$ cat src/rtl/spi_arb_pkg.sv
// spi_arb_pkg: shared types and constants for the SPI arbiter.
// State and owner encodings plus the timeout response word.
package spi_arb_pkg;

  typedef enum logic [1:0] {
    ST_IDLE,
    ST_LAUNCH,
    ST_BUSY,
    ST_RESP
  } state_t;

  typedef enum logic {
    OWN_INERT,
    OWN_A2D
  } owner_t;

  localparam logic [15:0] RESP_ERR = 16'hFFFF;

endpackage

$ cat src/rtl/spi_arb_wdog.sv
// spi_wdog: BUSY-phase watchdog; expired rises one cycle after the
// count reaches TIMEOUT_CYC-1 and holds until cleared.
module spi_wdog #(
  parameter int TIMEOUT_CYC = 1024
) (
  input  logic clk,
  input  logic rst,
  input  logic clr,
  input  logic run,
  output logic expired
);

  localparam int W = $clog2(TIMEOUT_CYC) + 1;
  localparam logic [W-1:0] LIM = W'(TIMEOUT_CYC - 1);

  logic [W-1:0] cnt;

  always_ff @(posedge clk) begin
    if (rst || clr) begin
      cnt     <= '0;
      expired <= 1'b0;
    end else if (run) begin
      if (cnt != LIM) cnt <= cnt + W'(1);
      expired <= (cnt == LIM);
    end
  end

endmodule

$ cat src/rtl/spi_arb.sv
// spi_arb: two-client SPI master arbiter (inertial / A2D) with
// starvation guard on A2D and a BUSY watchdog.
module spi_arb #(
  parameter int TIMEOUT_CYC = 1024,
  parameter int MAX_STREAK  = 4
) (
  input  logic        clk,
  input  logic        rst,
  input  logic        inert_req,
  input  logic [15:0] inert_cmd,
  output logic        inert_gnt,
  output logic        inert_done,
  input  logic        a2d_req,
  input  logic [15:0] a2d_cmd,
  output logic        a2d_gnt,
  output logic        a2d_done,
  output logic [15:0] resp,
  output logic        wrt,
  output logic [15:0] cmd,
  input  logic        spi_done,
  input  logic [15:0] rd_data,
  output logic        err
);

  import spi_arb_pkg::*;

  localparam logic [2:0] STREAK_MAX = 3'(MAX_STREAK);

  state_t     state, state_nx;
  owner_t     owner;
  logic [2:0] streak;
  logic       expired;
  logic       any_req;
  logic       pick_a2d;
  logic       launch;

  assign any_req  = inert_req | a2d_req;
  assign pick_a2d = a2d_req & (~inert_req | (streak == STREAK_MAX));
  assign launch   = (state == ST_IDLE) & any_req;

  spi_wdog #(.TIMEOUT_CYC(TIMEOUT_CYC)) u_wdog (
    .clk     (clk),
    .rst     (rst),
    .clr     (state != ST_BUSY),
    .run     (state == ST_BUSY),
    .expired (expired)
  );

  always_ff @(posedge clk) begin
    if (rst) state <= ST_IDLE;
    else     state <= state_nx;
  end

  always_comb begin
    state_nx   = state;
    wrt        = 1'b0;
    inert_gnt  = 1'b0;
    a2d_gnt    = 1'b0;
    inert_done = 1'b0;
    a2d_done   = 1'b0;
    unique case (state)
      ST_IDLE:   if (any_req) state_nx = ST_LAUNCH;
      ST_LAUNCH: state_nx = ST_BUSY;
      ST_BUSY:   if (spi_done || expired) state_nx = ST_RESP;
      ST_RESP:   state_nx = ST_IDLE;
      default:   state_nx = ST_IDLE;
    endcase
    if (state != ST_IDLE) begin
      inert_gnt = (owner == OWN_INERT);
      a2d_gnt   = (owner == OWN_A2D);
    end
    if (state == ST_RESP) begin
      inert_done = (owner == OWN_INERT);
      a2d_done   = (owner == OWN_A2D);
    end
    if (state == ST_LAUNCH) wrt = 1'b1;
  end

  // spi_done has priority over the watchdog in the same cycle
  always_ff @(posedge clk) begin
    if (rst) begin
      owner  <= OWN_INERT;
      streak <= '0;
      cmd    <= '0;
      resp   <= '0;
      err    <= 1'b0;
    end else begin
      if (launch) begin
        owner <= pick_a2d ? OWN_A2D : OWN_INERT;
        cmd   <= pick_a2d ? a2d_cmd : inert_cmd;
        if (pick_a2d)
          streak <= '0;
        else if (a2d_req && streak != STREAK_MAX)
          streak <= streak + 3'd1;
      end
      if (state == ST_BUSY) begin
        if (spi_done) begin
          resp <= rd_data;
        end else if (expired) begin
          resp <= RESP_ERR;
          err  <= 1'b1;
        end
      end
    end
  end

endmodule

$ cat config.mk
export PLATFORM = sky130hd
export DESIGN_NAME = spi_arb
export DESIGN_NICKNAME = d
export VERILOG_FILES = /design/src/rtl/spi_arb_pkg.sv /design/src/rtl/spi_arb_wdog.sv /design/src/rtl/spi_arb.sv
export SDC_FILE = /design/constraint.sdc
export NUM_CORES = 1
export LEC_CHECK = 0
export BUFFER_PORTS_ARGS = -buffer_cell sky130_fd_sc_hd__buf_2
export CORE_UTILIZATION = 33
export DETAILED_ROUTE_END_ITERATION = 7
export SLEW_MARGIN = 20
export SYNTH_ARGS = -nofsm -noshare
export SYNTH_HDL_FRONTEND = slang
export SYNTH_SLANG_ARGS = --single-unit
$ cat constraint.sdc
create_clock -name clk -period 1.7 [get_ports clk]
set_clock_uncertainty 0.05 [all_clocks]
set_input_delay 0.34 -clock clk [delete_from_list [all_inputs] [get_ports clk]]
set_output_delay 0.34 -clock clk [all_outputs]
set_load 0.01 [all_outputs]
Yosys cells after proc, flatten, opt, wreduce, memory -nomap -nowiden
Index checks and enable logic that the tools add are counted.
{"block": "op_classes", "add_sub_neg": 2, "eq_ne": 10, "mux": 14, "bitwise": 7, "reduce_logical": 12}
{"op": "16-bit two-way mux", "n": 3}
{"op": "11-bit by 1-bit adder with 11-bit output, second input constant", "n": 1}
{"op": "11-bit by 10-bit equality test with 1-bit output, second input constant", "n": 1}
{"op": "11-bit by 10-bit inequality test with 1-bit output, second input constant", "n": 1}
{"op": "2-bit case mux with 4 select lines", "n": 1}
{"op": "2-bit AND reduction", "n": 4}
{"op": "1-bit two-way mux", "n": 6}
{"op": "3-bit two-way mux", "n": 2}
{"op": "2-bit inequality test, second input constant", "n": 3}
{"op": "2-bit nonzero test", "n": 3}
{"op": "2-bit equality test, second input constant", "n": 2}
{"op": "2-bit two-way mux", "n": 2}
{"op": "3-bit by 1-bit adder with 3-bit output, second input constant", "n": 1}
{"op": "3-bit equality test, second input constant", "n": 1}
{"op": "3-bit inequality test, second input constant", "n": 1}
{"op": "1-bit inverter", "n": 3}
{"op": "3-bit AND reduction", "n": 1}
{"op": "1-bit bitwise AND", "n": 2}
{"op": "2-bit by 1-bit equality test with 1-bit output, second input constant", "n": 1}
{"op": "2-bit logical NOT", "n": 1}
{"op": "1-bit logical OR", "n": 2}
{"op": "1-bit bitwise OR", "n": 2}
{"op": "1-bit logical AND", "n": 1}
{"block": "word_totals", "reg_bits": 51, "in_bits": 53, "output_inout_bits": 38, "wordCells": 53}

Logic depth before layout (Yosys ltp)
{"block": "depth", "ltp_word": 5, "ltp_mapped": 7}

Hierarchy
A second synthesis with hierarchy kept.
{"block": "unflattened", "hier_cells": 281, "area_unflattened_um2": 2332.2}
{"module": "spi_arb", "instances": 1, "cells_per_inst": 214, "area_per_inst_um2": 1744.2, "seq_area_each_um2": 780.7}
{"module": "spi_wdog", "instances": 1, "cells_per_inst": 67, "area_per_inst_um2": 588.1, "seq_area_each_um2": 240.2}

Worst setup path after synthesis
OpenSTA, ideal clock, no wires.
{"block": "synth_path", "path_type": "reg2reg", "from": "reg streak[0]", "to": "reg streak[2]", "setup_time_ns": 0.075, "arrival_time_ns": 1.480, "setup_slack_ns": 0.095, "path_stages_with_launch": 7, "path_buffers": 1, "cell_sequence": "dfxtp_1 inv_1 ha_1 a21bo_1 buf_6 or4_1 a31oi_1"}
{"block": "synth_via", "elab_chain_cells": 5, "word_cells_on_any_way": 10, "classes_between": "add/sub (1); eq/ne (2); mux (2); bitwise (2); reduce/logical (3)"}
{"element": "start, declared", "line_no": "spi_arb.sv:31", "source": "logic [2:0] streak;"}
{"element": "start signal, assigned", "line_no": "spi_arb.sv:94", "source": "streak <= streak + 3'd1;"}
{"element": "3-bit equality test", "line_no": "spi_arb.sv:38", "source": "assign pick_a2d = a2d_req & (~inert_req | (streak == STREAK_MAX));"}
{"element": "1-bit bitwise OR", "line_no": "spi_arb.sv:38"}
{"element": "1-bit bitwise AND", "line_no": "spi_arb.sv:38"}
{"element": "2-bit nonzero test (no source line)"}
{"element": "2-bit AND reduction (no source line)"}
Parallel ways exist; a longest one is shown, timed or not. The select of a mux whose other input is x is not followed.
A chain may end at the register's enable or synchronous reset.

Worst setup path after layout
{"block": "layout_path", "from": "reg state[1]", "to": "out a2d_gnt"}
{"block": "layout_via", "elab_chain_cells": 2}
{"element": "start, declared", "line_no": "spi_arb.sv:29", "source": "state_t state, state_nx;"}
{"element": "start signal, assigned", "line_no": "spi_arb.sv:51", "source": "else state <= state_nx;"}
{"element": "2-bit nonzero test", "line_no": "spi_arb.sv:68", "source": "if (state != ST_IDLE) begin"}
{"element": "1-bit two-way mux", "line_no": "spi_arb.sv:68"}
{"element": "end, declared", "line_no": "spi_arb.sv:15", "source": "output logic a2d_gnt,"}
No other way between the ends.

==> metrics list <==
- Run status: completed
- Post-layout worst setup margin: roughly 0.079 ns
- The final route contains 2275 vias.
* Initial DRC count: 99
- Total Wirelength: 5750 µm
- The worst hold path terminates at resp[3]$_SDFFE_PP0P_.
* Critical path buffers and inverters: 3
* Pwr dens: ~1200 nW/µm²
- The number of hold violations in the final report came to 0.
- The cell count after synthesis came out at 274.
- Dpl hpwl: between 4000 and 5000 µm
- After filler insertion, the fill cell instance count of the layout stands at 656.
- Among all cell types in the netlist, the one instantiated most often is sky130_fd_sc_hd__nor2_1.
* I/O Pins: 91
- Number of synthesis warnings: 0
- The worst setup path is captured at an output port.
- Part of the power in registers: 0.421
- The internal power of the cells totals 2.42 mW.
* Number of enable-type register cells in the synthesized netlist: 0
* Number of port buffers: 90
* Sum Neg Setup Slack: 0 ns
- Routed met1 length: 2690 µm
* Length in cells of the worst reg-to-reg path: 5
- Share of power burned in the clock network: 0.192
- In this run the power spent charging and discharging nets is between 1 and 1.5 mW.
- Aggregate global-route resource usage: 0.165
* Non-filler instance count after layout: 450
* Max frequency: 617 MHz
* Post-layout net count: 433
- STA puts the critical path data required time at between 1 and 1.5 ns.
- Flip-flop and latch count after synthesis: 51
* DRC Markers: 0
- The number of antenna diodes in the final layout is 0.
- The biggest area contributor in the post-synthesis netlist is sky130_fd_sc_hd__dfxtp_1.
* Number of H-tree levels: 2
- Rel. slew slack: 0.722
* Most frequently used flop master after synthesis: sky130_fd_sc_hd__dfxtp_1
* Final weighted congestion in routability-driven placement: 0.819
- The initial utilization of the core area, before any placement, comes to 0.351.
* Iteration count of the initial detailed-routing pass: 4
- After global routing the overflow that remains totals 0.
* Source of the worst hold timing path: rd_data[3]
- The final number of max-transition violations is 0.
* Cell Count Post-Placement: 440
* Setup violators final: 0
- The count of nets left with antenna violations once routing finished came out at 0.
* Type of element launching the critical path: flop
- The worst setup path is of the flop to output port kind.
* RSZ-0062 raised after global routing: false
* Cell depth of the worst hold path: 3
- Sequential share of the synthesized area: 0.448
- OpenSTA, run right after detailed placement, puts the worst setup slack at 0.117 ns.
- Y dimension of the die: between 80 and 90 µm
- Area used by sequential logic in the layout: 1020 µm²
- Routed signal wires occupy layers up through met4.
- Buffer type at the clock tree root: sky130_fd_sc_hd__clkbuf_8
* Area share of the largest cell type after synthesis: 0.448
* Setup slack on the worst flop-to-flop path: between 0.15 and 0.2 ns
- Via count of the first global-routing pass: 2082
* DR WL met2: 2720 µm
* Final period util: 0.954
* Fraction of power spent switching nets: 0.347
- For this design, the slowest cell found on the critical path is sky130_fd_sc_hd__dfxtp_2.
* Placed cell areas: 2880 µm²
- Clock period minus final worst setup slack: 1.62 ns
- Area inside the core boundary: 6490 µm²
* Global-route wire length before repair: between 9000 and 10000 µm
* Met3 Routed Length: 235 µm
* FP Rows: 29
- STA puts the critical path data arrival time at 1.23 ns.
* Number of buffers created by CTS: 5
- Number of antenna violations at the first check in global routing: 0
- Combinational fraction of design power: 0.387
- Start of the worst register-to-register path: streak[0]$_SDFFE_PP0P_
- Using the TritonRoute via totals, the vias-per-cell ratio works out to around 5.1.
* End of the worst register-to-register path: streak[2]$_SDFFE_PP0P_
* WL/cell: 12.8 µm
- Cell variety after synth: 35
* Layout Cell Area excl Fill: 3010 µm²
* Syn avg cell area: 8.32 µm²
* Post-synth design cell area: 2280 µm²
- Leakage Power: 1.30 nW
* Top area cells in the synthesized netlist: sky130_fd_sc_hd__dfxtp_1, sky130_fd_sc_hd__nor2_1, sky130_fd_sc_hd__a311oi_1
- For this run, the slowest stage of the critical path takes 0.34 ns.
* Most common library cells after synthesis: sky130_fd_sc_hd__nor2_1, sky130_fd_sc_hd__dfxtp_1, sky130_fd_sc_hd__nand3_1, sky130_fd_sc_hd__o21ai_0, sky130_fd_sc_hd__nor3_1
- Clk slew on worst S/H paths: 0.10 ns
- Die width: 85.1 µm
- Counting flops with an async set or reset pin after synthesis yields a share of 0.
* Clock net sink count: 51
* Biggest fanout along the worst timing path: 3
* VDD IR-drop max: slightly below 400 µV
* Number of buffers between clock root and the deepest sink: 2
- For the pin with the worst max-slew slack, the measured transition is 0.416 ns.
- For this run, the share of the core covered by cells in the final layout is 0.463.
* Cells along the critical path: inv_1 > ha_4 > buf_4 > nor2b_1 > buf_2
- Clk_lat worst skew: 0.31 ns
* Footprint of the multi-input gates: 1170 µm²
- The floorplan step defined a die boundary enclosing 7240 µm².
- Cell type group with the largest total delay on the critical path: flip-flops
* Synthesized netlist net count: 334
* Layout cell share with drive strength beyond 1: 0.330
* TritonCTS clock tree: built
* Kind of path behind the tightest hold check: input pin to flop
- Entering global routing, the biggest net connects 34 pins.
- Max-cap violations in this run came to 0.
- From synthesis to final layout, the design area changed by 31.8%.
==> flip-flops by register name, indices dropped and copies added, names as in the netlist <==
| name | cells |
|---|---|
| u_wdog.cnt | 11 |
| err | 1 |
| streak | 3 |
| cmd | 16 |
| u_wdog.expired | 1 |
| state | 2 |
| owner | 1 |
| resp | 16 |
==> worst min-delay path, stage by stage <==
cell and delay [ns]:
sky130_fd_sc_hd__buf_2 0.07, sky130_fd_sc_hd__nor2_1 0.03, sky130_fd_sc_hd__nor3_1 0.10
==> power by group through the flow <==
stage,Sequential (mW),Combinational [mW],Clock [mW]
after floorplan,1.68,0.729,0
after global placement,1.58,1.34,0
after detailed placement,1.59,1.36,0
after CTS,1.56,1.43,0.746
after global routing,1.59,1.62,0.789
final,1.56,1.43,0.710
==> timing repair <==
action                                  4_1_cts  5_1_grt
gates resized for setup                       4        3
endpoints found under the setup margin        2        4
hold buffers                                  0        0
gates cloned                                  0        0
pin swaps                                     0        1
buffers inserted                              2        1
==> final cells by class <==
| type | instances | area share |
|---|---|---|
| multi-input combinational | 200 | 0.390 |
| sequential | 51 | 0.341 |
| timing repair buffer | 108 | 0.199 |
| tap | 77 | 0.0321 |
| clock buffer | 6 | 0.0275 |
| inverter | 7 | 0.00874 |
| clock inverter | 1 | 0.00167 |
==> layout by cell type (no fill, tap or decap), types with 2 or more instances in the layout <==
master	count
sky130_fd_sc_hd__a311oi_1	17
sky130_fd_sc_hd__nor3b_1	3
sky130_fd_sc_hd__and2_1	2
sky130_fd_sc_hd__inv_1	6
sky130_fd_sc_hd__clkbuf_8	6
sky130_fd_sc_hd__mux2i_1	2
sky130_fd_sc_hd__nand3_1	22
sky130_fd_sc_hd__buf_2	90
sky130_fd_sc_hd__nand4_1	4
sky130_fd_sc_hd__o21ai_0	19
sky130_fd_sc_hd__nor2_1	52
sky130_fd_sc_hd__or3_1	2
sky130_fd_sc_hd__and3_1	3
sky130_fd_sc_hd__o21a_1	4
sky130_fd_sc_hd__nor3_1	18
sky130_fd_sc_hd__nand2b_1	3
sky130_fd_sc_hd__nand2_1	10
sky130_fd_sc_hd__dfxtp_1	48
sky130_fd_sc_hd__ha_1	5
sky130_fd_sc_hd__a211oi_1	5
sky130_fd_sc_hd__dfxtp_2	3
sky130_fd_sc_hd__a21oi_1	5
sky130_fd_sc_hd__a41oi_1	3
sky130_fd_sc_hd__nor2b_1	5
sky130_fd_sc_hd__a31oi_1	5
sky130_fd_sc_hd__buf_4	17
==> layer usage <==
| metal | vias up | global-route usage |
|---|---|---|
| li1 | 1188 | - |
| met1 | 1022 | 0.212 |
| met2 | 59 | 0.273 |
| met3 | 6 | 0.0321 |
| met4 | 0 | 0.0616 |
| met5 | - | 0 |
==> worst max-delay path by stage <==
stage                            from                endpoint  slack (ns)  cells after the start
2_1_floorplan  streak[0]$_SDFFE_PP0P_  streak[2]$_SDFFE_PP0P_         0.1                      6
3_3_place_gp   streak[0]$_SDFFE_PP0P_  streak[2]$_SDFFE_PP0P_        0.17                      5
3_5_place_dp   streak[0]$_SDFFE_PP0P_  streak[2]$_SDFFE_PP0P_        0.12                      5
4_1_cts         state[0]$_SDFFE_PP0P_                 a2d_gnt        0.02                      5
5_1_grt         state[1]$_SDFFE_PP0P_                 a2d_gnt        0.01                      5
6_report        state[1]$_SDFFE_PP0P_                 a2d_gnt        0.08                      5
==> logic make-up after synthesis <==
logic type	share of synthesized area
compound gates	0.191
mux	0.00878
buf+inv	0.0445
simple gates	0.266
flops	0.448
fa+ha+maj	0.0384
xor+xnor	0.00384
==> per-stage QoR <==
step | hold WS (ns) | total power, mW
6_report | 0.248 | 3.70
5_1_grt | 0.243 | 4.01
4_1_cts | 0.237 | 3.74
3_5_place_dp | 0.405 | 2.95
3_3_place_gp | 0.398 | 2.92
2_1_floorplan | 0.399 | 2.41
(Power assumes the default switching activity.)
